==> config.mk <==
export PLATFORM = sky130hd
export DESIGN_NAME = lcd_bus_arbiter
export DESIGN_NICKNAME = d
export VERILOG_FILES = /design/src/rtl/lcd_bus_arbiter.sv
export SDC_FILE = /design/constraint.sdc
export NUM_CORES = 1
export LEC_CHECK = 0
export CAP_MARGIN = 15
export CORE_ASPECT_RATIO = 0.5
export CORE_MARGIN = 2
export CORE_UTILIZATION = 50
export DETAILED_ROUTE_END_ITERATION = 6
export PLACE_DENSITY = 0.77
export SLEW_MARGIN = 30
export SYNTH_ARGS = -nofsm -noshare
export SYNTH_HDL_FRONTEND = slang
export SYNTH_SLANG_ARGS = --single-unit
==> constraint.sdc <==
create_clock -name iCLK -period 2.8 [get_ports iCLK]
set_input_delay 0.56 -clock iCLK [delete_from_list [all_inputs] [get_ports iCLK]]
set_output_delay 0.56 -clock iCLK [all_outputs]
set_load 0.01 [all_outputs]
==> src/rtl/lcd_bus_arbiter.sv <==
// rtl/lcd_bus_arbiter.sv - two-port round-robin write sequencer for the HD44780 LCD bus
//
// Ports:
//   iCLK, iRST          system clock (CLOCK_50), synchronous active-high reset
//   iREQ0/1             level write requests from the two requesters
//   iRS0/1, iDATA0/1    register select (0 = command, 1 = data) and byte per requester
//   oACK0/1             one-cycle pulse when the matching request is captured
//   oBUSY               high whenever the sequencer is not idle
//   LCD_DATA, LCD_RS    latched byte and register select driven to the panel
//   LCD_RW              tied low (write only)
//   LCD_EN              enable strobe
module lcd_bus_arbiter #(
    parameter int SETUP_CYC     = 2,
    parameter int EN_CYC        = 16,
    parameter int HOLD_CYC      = 2,
    parameter int WAIT_CYC      = 2000,
    parameter int LONG_WAIT_CYC = 82000,
    parameter int CNT_W         = 17
) (
    input  logic       iCLK,
    input  logic       iRST,
    input  logic       iREQ0,
    input  logic       iREQ1,
    input  logic       iRS0,
    input  logic       iRS1,
    input  logic [7:0] iDATA0,
    input  logic [7:0] iDATA1,
    output logic       oACK0,
    output logic       oACK1,
    output logic       oBUSY,
    output logic [7:0] LCD_DATA,
    output logic       LCD_RS,
    output logic       LCD_RW,
    output logic       LCD_EN
);

    typedef enum logic [2:0] {
        S_IDLE,
        S_SETUP,
        S_PULSE,
        S_HOLD,
        S_WAIT
    } state_t;

    // The timer holds "cycles remaining minus one", so each phase is loaded
    // with its length minus one and advances when the timer reads zero.
    localparam logic [CNT_W-1:0] SETUP_LD = CNT_W'(SETUP_CYC - 1);
    localparam logic [CNT_W-1:0] EN_LD    = CNT_W'(EN_CYC - 1);
    localparam logic [CNT_W-1:0] HOLD_LD  = CNT_W'(HOLD_CYC - 1);
    localparam logic [CNT_W-1:0] WAIT_LD  = CNT_W'(WAIT_CYC - 1);
    localparam logic [CNT_W-1:0] LONG_LD  = CNT_W'(LONG_WAIT_CYC - 1);

    state_t           state, state_n;
    logic [CNT_W-1:0] timer, timer_n;
    logic             last_grant, last_n;
    logic             rs_n;
    logic [7:0]       data_n;
    logic             ack0_n, ack1_n;
    logic             grant0, grant1;
    logic             is_long;

    // Port 0 wins when alone, or on a tie when port 1 had the last grant.
    assign grant0 = iREQ0 && (!iREQ1 || last_grant);
    assign grant1 = iREQ1 && !grant0;

    // Clear display (0x01) and return home (0x02/0x03) need the long execution wait.
    assign is_long = !LCD_RS && ((LCD_DATA == 8'h01) || (LCD_DATA == 8'h02) || (LCD_DATA == 8'h03));

    always_comb begin
        state_n = state;
        timer_n = timer;
        last_n  = last_grant;
        rs_n    = LCD_RS;
        data_n  = LCD_DATA;
        ack0_n  = 1'b0;
        ack1_n  = 1'b0;
        case (state)
            S_IDLE: begin
                if (grant0) begin
                    state_n = S_SETUP;
                    timer_n = SETUP_LD;
                    last_n  = 1'b0;
                    rs_n    = iRS0;
                    data_n  = iDATA0;
                    ack0_n  = 1'b1;
                end else if (grant1) begin
                    state_n = S_SETUP;
                    timer_n = SETUP_LD;
                    last_n  = 1'b1;
                    rs_n    = iRS1;
                    data_n  = iDATA1;
                    ack1_n  = 1'b1;
                end
            end
            S_SETUP: begin
                if (timer == '0) begin
                    state_n = S_PULSE;
                    timer_n = EN_LD;
                end else begin
                    timer_n = timer - 1'b1;
                end
            end
            S_PULSE: begin
                if (timer == '0) begin
                    state_n = S_HOLD;
                    timer_n = HOLD_LD;
                end else begin
                    timer_n = timer - 1'b1;
                end
            end
            S_HOLD: begin
                if (timer == '0) begin
                    state_n = S_WAIT;
                    timer_n = is_long ? LONG_LD : WAIT_LD;
                end else begin
                    timer_n = timer - 1'b1;
                end
            end
            S_WAIT: begin
                if (timer == '0) begin
                    state_n = S_IDLE;
                end else begin
                    timer_n = timer - 1'b1;
                end
            end
            default: begin
                state_n = S_IDLE;
                timer_n = '0;
            end
        endcase
    end

    always_ff @(posedge iCLK) begin
        if (iRST) begin
            state      <= S_IDLE;
            timer      <= '0;
            last_grant <= 1'b1;
            LCD_RS     <= 1'b0;
            LCD_DATA   <= 8'h00;
            LCD_EN     <= 1'b0;
            oACK0      <= 1'b0;
            oACK1      <= 1'b0;
            oBUSY      <= 1'b0;
        end else begin
            state      <= state_n;
            timer      <= timer_n;
            last_grant <= last_n;
            LCD_RS     <= rs_n;
            LCD_DATA   <= data_n;
            // Strobe and busy are registered from the next state so they line up with it.
            LCD_EN     <= (state_n == S_PULSE);
            oACK0      <= ack0_n;
            oACK1      <= ack1_n;
            oBUSY      <= (state_n != S_IDLE);
        end
    end

    assign LCD_RW = 1'b0;

endmodule

==> run metrics, run 1 <==
status=finished clean; vias per cell=around 5.9; # IOs=36; fin crit share=86.7%; Starting Density=a little over half; Max clock buf depth=2; Setup TNS=0 ns; most frequent cells in the layout=nor2_1, dfxtp_1, clkdlybuf4s50_1; DPL Wire Length=about 3600 um; Hold Startpoint=last_grant; min Tclk post-route=between 2 and 2.5 ns; share of cells above drive strength 1=under 10%; nets=approximately 290; Hold Crit Depth=2; ys flop type=dfxtp_1; area of the core=around 3500 um^2; drt first pass iters=5; diode count=0; Die Span Y=about 48 um; worst min-delay path class=flop to flop; number of global-route vias before repair=1647; Final Hold Vio Count=0; Routed WL=just under 5000 um; Required @ worst endpoint=between 2 and 3 ns; leakage=about 0.92 nW; Synth Register Bits=34; Critical Path AT=2.60 ns; syn_area_per_cell=~8.3 um^2; CTS buffer count=5; register area share after synthesis=35.5%; Setup CP Type=flop to flop; max cap viols=0; R2R depth=8; Async S/R FF share, synth=0%; Port-buffer cells=34; Die X=slightly above 90 um; Worst R2R End=timer[9]; antenna violations before repair=0; Crit path max-delay family=simple AND/OR/NAND/NOR gates; relative max-transition margin=about three fifths; Overall Power=between 3 and 4 mW; DRC viols=0; area of the multi-input gates=between 1000 and 1500 um^2; Min-Delay Endpoint=last_grant; slowest CP cell=nor4b_1; GR Util All Layers=23.4%; CTS Hold Bufs=0; worst-path fanout max=8; largest net degree at the start of global routing=21; first-pass GRT wire length=7710 um; RSZ-0062 raised after global routing=false; Syn Inst Count=about 230; Initial DRC Count=roughly 210; Least-Margin Pin Slew=~0.61 ns; H-tree depth=2; Area Growth Syn to Fin=24.9%; Yosys warning total=0; clk root buf=clkbuf_8; placed cells=between 300 and 400; post-CTS setup buffers=0; Peak supply drop=roughly 0.53 mV; # setup viols final=0; CTS tree=done; final setup margin=~0.37 ns; crit-path max cell delay=between 0.4 and 0.5 ns; EDFF count, synth=0; pre-CTS setup slack=~0.53 ns; Reg clk slew, reported paths=approximately 0.070 ns; critical path cell sequence=inv_1 -> ha_1 -> nor4b_1 -> nand4_1 -> nand3_1 -> o21ai_1 -> and2_1 -> a32o_1; Num Clock Sinks=34; PwrDens=1410 nW/um^2; design area=between 2000 and 2500 um^2; f_max=roughly 410 MHz; Syn Std Cell Area=roughly 1900 um^2; global route overflow=0; Area after DPL=around 2300 um^2; Die ar.=4370 um^2; via count=1868; post-CTS sizing=0; commonest non-fill, non-tap cell in the layout=nor2_1; DR WL/cell=roughly 15 um; Crit. End Element=flop; row cnt=15; Clk Latency, worst-skew pair=between 0.2 and 0.3 ns; synth top area cells=dfxtp_1, nor2_1, mux2i_1; Post-Syn Nets=255; Max Slew Vio Count=0; hold_ws=slightly below 0.5 ns; reg2reg start=timer[0]; routability cong.=between 0.9 and 1; r2r setup slk=0.37 ns; Util after Layout=between 60 and 70%; Synth top area share=a little over a third; area leader, netlist=dfxtp_1; Final ANT Viol Nets=0; FF/Latch Area=roughly 680 um^2; WP buf/inv=1; fill count=302; non-filler cells, final=about 320; Final Skew=about 0.0027 ns; Cell variety after synth=50; CP Launch Type=flop
## cells by family after synthesis
family	synth area share (%)
compound gates	22.0
simple gates	25.7
buf+inv	4.50
xor+xnor	5.48
flops	35.5
mux	5.29
fa+ha+maj	1.31
other cells	0.196
## layout make-up
cell class | instances | area share (%)
well taps | 51 | 2.67
flip-flops and latches | 34 | 28.4
multi-input cells | 177 | 48.0
clock buffers | 7 | 3.61
inverters | 8 | 1.25
repair buffers | 39 | 15.8
clock inverters | 1 | 0.209
## sequential cells by signal, indices dropped and copies added, names as in the netlist
signal      flops
state           3
oACK1           1
oBUSY           1
last_grant      1
timer          17
LCD_DATA        8
LCD_RS          1
oACK0           1
LCD_EN          1
## synthesized netlist by cell type (2+ instances only)
cell	instances
dfxtp_1	34
mux2i_1	9
o2111ai_1	3
o211ai_1	6
a21oi_1	15
nor3_1	8
clkbuf_1	7
nor2_1	38
a211oi_1	10
o21ai_1	4
nand3_1	3
inv_1	8
nor4_2	2
nor4_1	2
xor2_1	8
buf_2	3
and4_1	2
nor4b_1	2
o22ai_1	2
o21ai_0	7
nand4_1	4
nand3b_1	2
a31oi_1	2
ha_1	2
nor2b_1	3
buf_4	2
nand2_1	16
xnor2_1	4
a32o_1	2
## power by group
part           switching (mW)  internal [mW]
clock                   0.175          0.198
combinational            1.21          0.873
sequential              0.242          0.680
total                    1.63           1.75
## how the worst max path moves through the flow
stage	startpoint	depth (start not counted)	slack, ns	endpoint
6_report	timer[0]	8	0.37	timer[9]
5_1_grt	timer[0]	8	0.26	timer[10]
4_1_cts	timer[0]	8	0.50	timer[9]
3_5_place_dp	timer[0]	8	0.53	timer[9]
3_3_place_gp	iREQ1	6	0.60	timer[14]
2_1_floorplan	timer[0]	8	0.96	timer[9]
## worst register-to-register path, stage by stage (launching register included)
cell and delay (ns):
dfxtp_1 0.32, inv_1 0.11, ha_1 0.19, nor4b_1 0.42
nand4_1 0.39, nand3_1 0.27, o21ai_1 0.16, and2_1 0.24
a32o_1 0.21
## metal layers
layer  share of wire, %  GRT usage (%)  vias up
met5                  0              0        -
met4               0.40           7.88        0
met3                 11           8.35        3
met2                 44           38.2      106
met1                 45           30.0      858
li1                   -              -      901
Power figures use the tool's default switching activity.
==> run 2, diff against run 1 <==
--- a/config.mk
+++ b/config.mk
@@ -7,7 +7,6 @@
 export LEC_CHECK = 0
 export CAP_MARGIN = 15
 export CORE_ASPECT_RATIO = 0.5
-export CORE_MARGIN = 2
 export CORE_UTILIZATION = 50
 export DETAILED_ROUTE_END_ITERATION = 6
 export PLACE_DENSITY = 0.77
==> run metrics, run 2 (same netlist as run 1, synthesis figures left out) <==
status=finished clean; most frequent cells in the layout=nor2_1, dfxtp_1, clkdlybuf4s50_1; clk root buf=clkbuf_8; slowest CP cell=nand4_1; Die X=89.6 um (-2.2%); H-tree depth=2 (unchanged); min Tclk post-route=2.30 ns (-0.130 ns); Final Skew=0.00515 ns (+0.00242 ns); CTS Hold Bufs=0 (unchanged); row cnt=15 (unchanged); relative max-transition margin=63.3% (+4.2 points); post-CTS setup buffers=0 (unchanged); Required @ worst endpoint=2.98 ns (about the same); worst min-delay path class=flop to flop; Reg clk slew, reported paths=0.07 ns (about the same); Setup TNS=0 ns (unchanged); GR Util All Layers=25.4% (+2.0 points); Critical Path AT=2.48 ns (-0.12 ns); Final ANT Viol Nets=0 (unchanged); Setup CP Type=flop to flop; DR WL/cell=14.4 um (-5.2%); final setup margin=0.503 ns (+0.130 ns); post-CTS sizing=0 (unchanged); first-pass GRT wire length=7580 um (-1.7%); Max Slew Vio Count=0 (unchanged); max cap viols=0 (unchanged); drt first pass iters=5 (unchanged); share of cells above drive strength 1=9.77% (+0.38 points); non-filler cells, final=317 (unchanged); Crit. End Element=flop; number of global-route vias before repair=1665 (+1.1%); Least-Margin Pin Slew=0.550 ns (-0.0629 ns); Num Clock Sinks=34 (unchanged); # setup viols final=0 (unchanged); CTS tree=done; Clk Latency, worst-skew pair=0.29 ns (about the same); commonest non-fill, non-tap cell in the layout=nor2_1; area of the core=3550 um^2 (unchanged); Final Hold Vio Count=0 (unchanged); RSZ-0062 raised after global routing=false; Biggest register=timer; diode count=0 (unchanged); DRC viols=0 (unchanged); fill count=293 (-3.0%); vias per cell=5.85 (-0.64%); placed cells=309 (unchanged); pre-CTS setup slack=0.558 ns (+0.0268 ns); Die ar.=4100 um^2 (-6.3%); CTS buffer count=5 (unchanged); Max clock buf depth=2 (unchanged); Area Growth Syn to Fin=25.8%; leakage=0.932 nW (+1.0%); global route overflow=0 (unchanged); Routed WL=4560 um (-5.2%); Port-buffer cells=34 (unchanged); PwrDens=1410 nW/um^2 (+0.12%); DPL Wire Length=3430 um (-3.5%); worst-path fanout max=8 (unchanged); via count=1856 (-0.64%); critical path cell sequence=inv_1 -> ha_1 -> nor4b_1 -> nand4_1 -> nand3_1 -> o21ai_1 -> and2_1 -> a32o_1; Die Span Y=45.8 um (-4.2%); f_max=435 MHz (+5.7%); Starting Density=54.0% (unchanged); Initial DRC Count=197 (-7.5%); routability cong.=0.921 (-1.5%); nets=289 (unchanged); number of flip-flops under the largest register name=17 (unchanged); CP Launch Type=flop; top flop regs=timer x17, LCD_DATA x8, state x3; largest net degree at the start of global routing=21 (unchanged); fin crit share=82.0% (-4.6 points); crit-path max cell delay=0.36 ns (-0.06 ns); # IOs=36 (unchanged); Peak supply drop=0.476 mV (-10%); antenna violations before repair=0 (unchanged)
run 2: path summary, 6_finish.rpt:
kind | startpoint | to | slack [ns] | depth (start not counted)
worst max-delay path | timer[0] | timer[9] | 0.50 | 8
worst min-delay path | last_grant | last_grant | 0.48 | 2
worst max register to register | timer[0] | timer[9] | 0.50 | 8
worst min register to register | last_grant | last_grant | 0.48 | 2
run 2: power by group:
group / leakage (nW) / total [mW] / internal (mW) / switching (mW)
clock network: 0.0579 / 0.442 / 0.262 / 0.180
logic: 0.595 / 2.05 / 0.873 / 1.18
registers: 0.279 / 0.916 / 0.680 / 0.237
run 2: metal layers:
layer / GRT usage, % / wire length [um] / up-vias
li1: - / - / 909
met1: 33.4 / 2040 / 828
met2: 37.0 / 1950 / 106
met3: 10.3 / 510 / 13
met4: 11.1 / 56 / 0
met5: 0 / 0 / -
run 2: cell type report:
class,count,area [um^2],area share [%]
flip-flops and latches,34,681,28.2
inverters,8,30.0,1.25
multi-input cells,177,1150,47.7
well taps,51,63.8,2.65
clock inverters,3,40.0,1.66
repair buffers,39,378,15.7
clock buffers,5,68.8,2.85
run 2: per-stage QoR:
step / util (%) / hold WS [ns] / power (mW) / area (um^2)
finish: 68.0 / 0.483 / 3.41 / 2410
global route: 68.0 / 0.541 / 3.66 / 2410
CTS: 68.0 / 0.491 / 3.39 / 2410
detailed placement: 64.9 / 0.475 / 2.93 / 2300
global placement: 64.9 / 0.471 / 2.89 / 2300
floorplan: - / 0.443 / 2.43 / 1920
run 2: worst max-delay path, delay by kind of cell, from the launching register on:
family	cells	cell delay, ns
AO/OA/AOI/OAI	2	0.36
adder cells (fa/ha/maj)	1	0.19
buffers and inverters	1	0.12
flip-flops	1	0.32
AND/OR/NAND/NOR	4	1.20
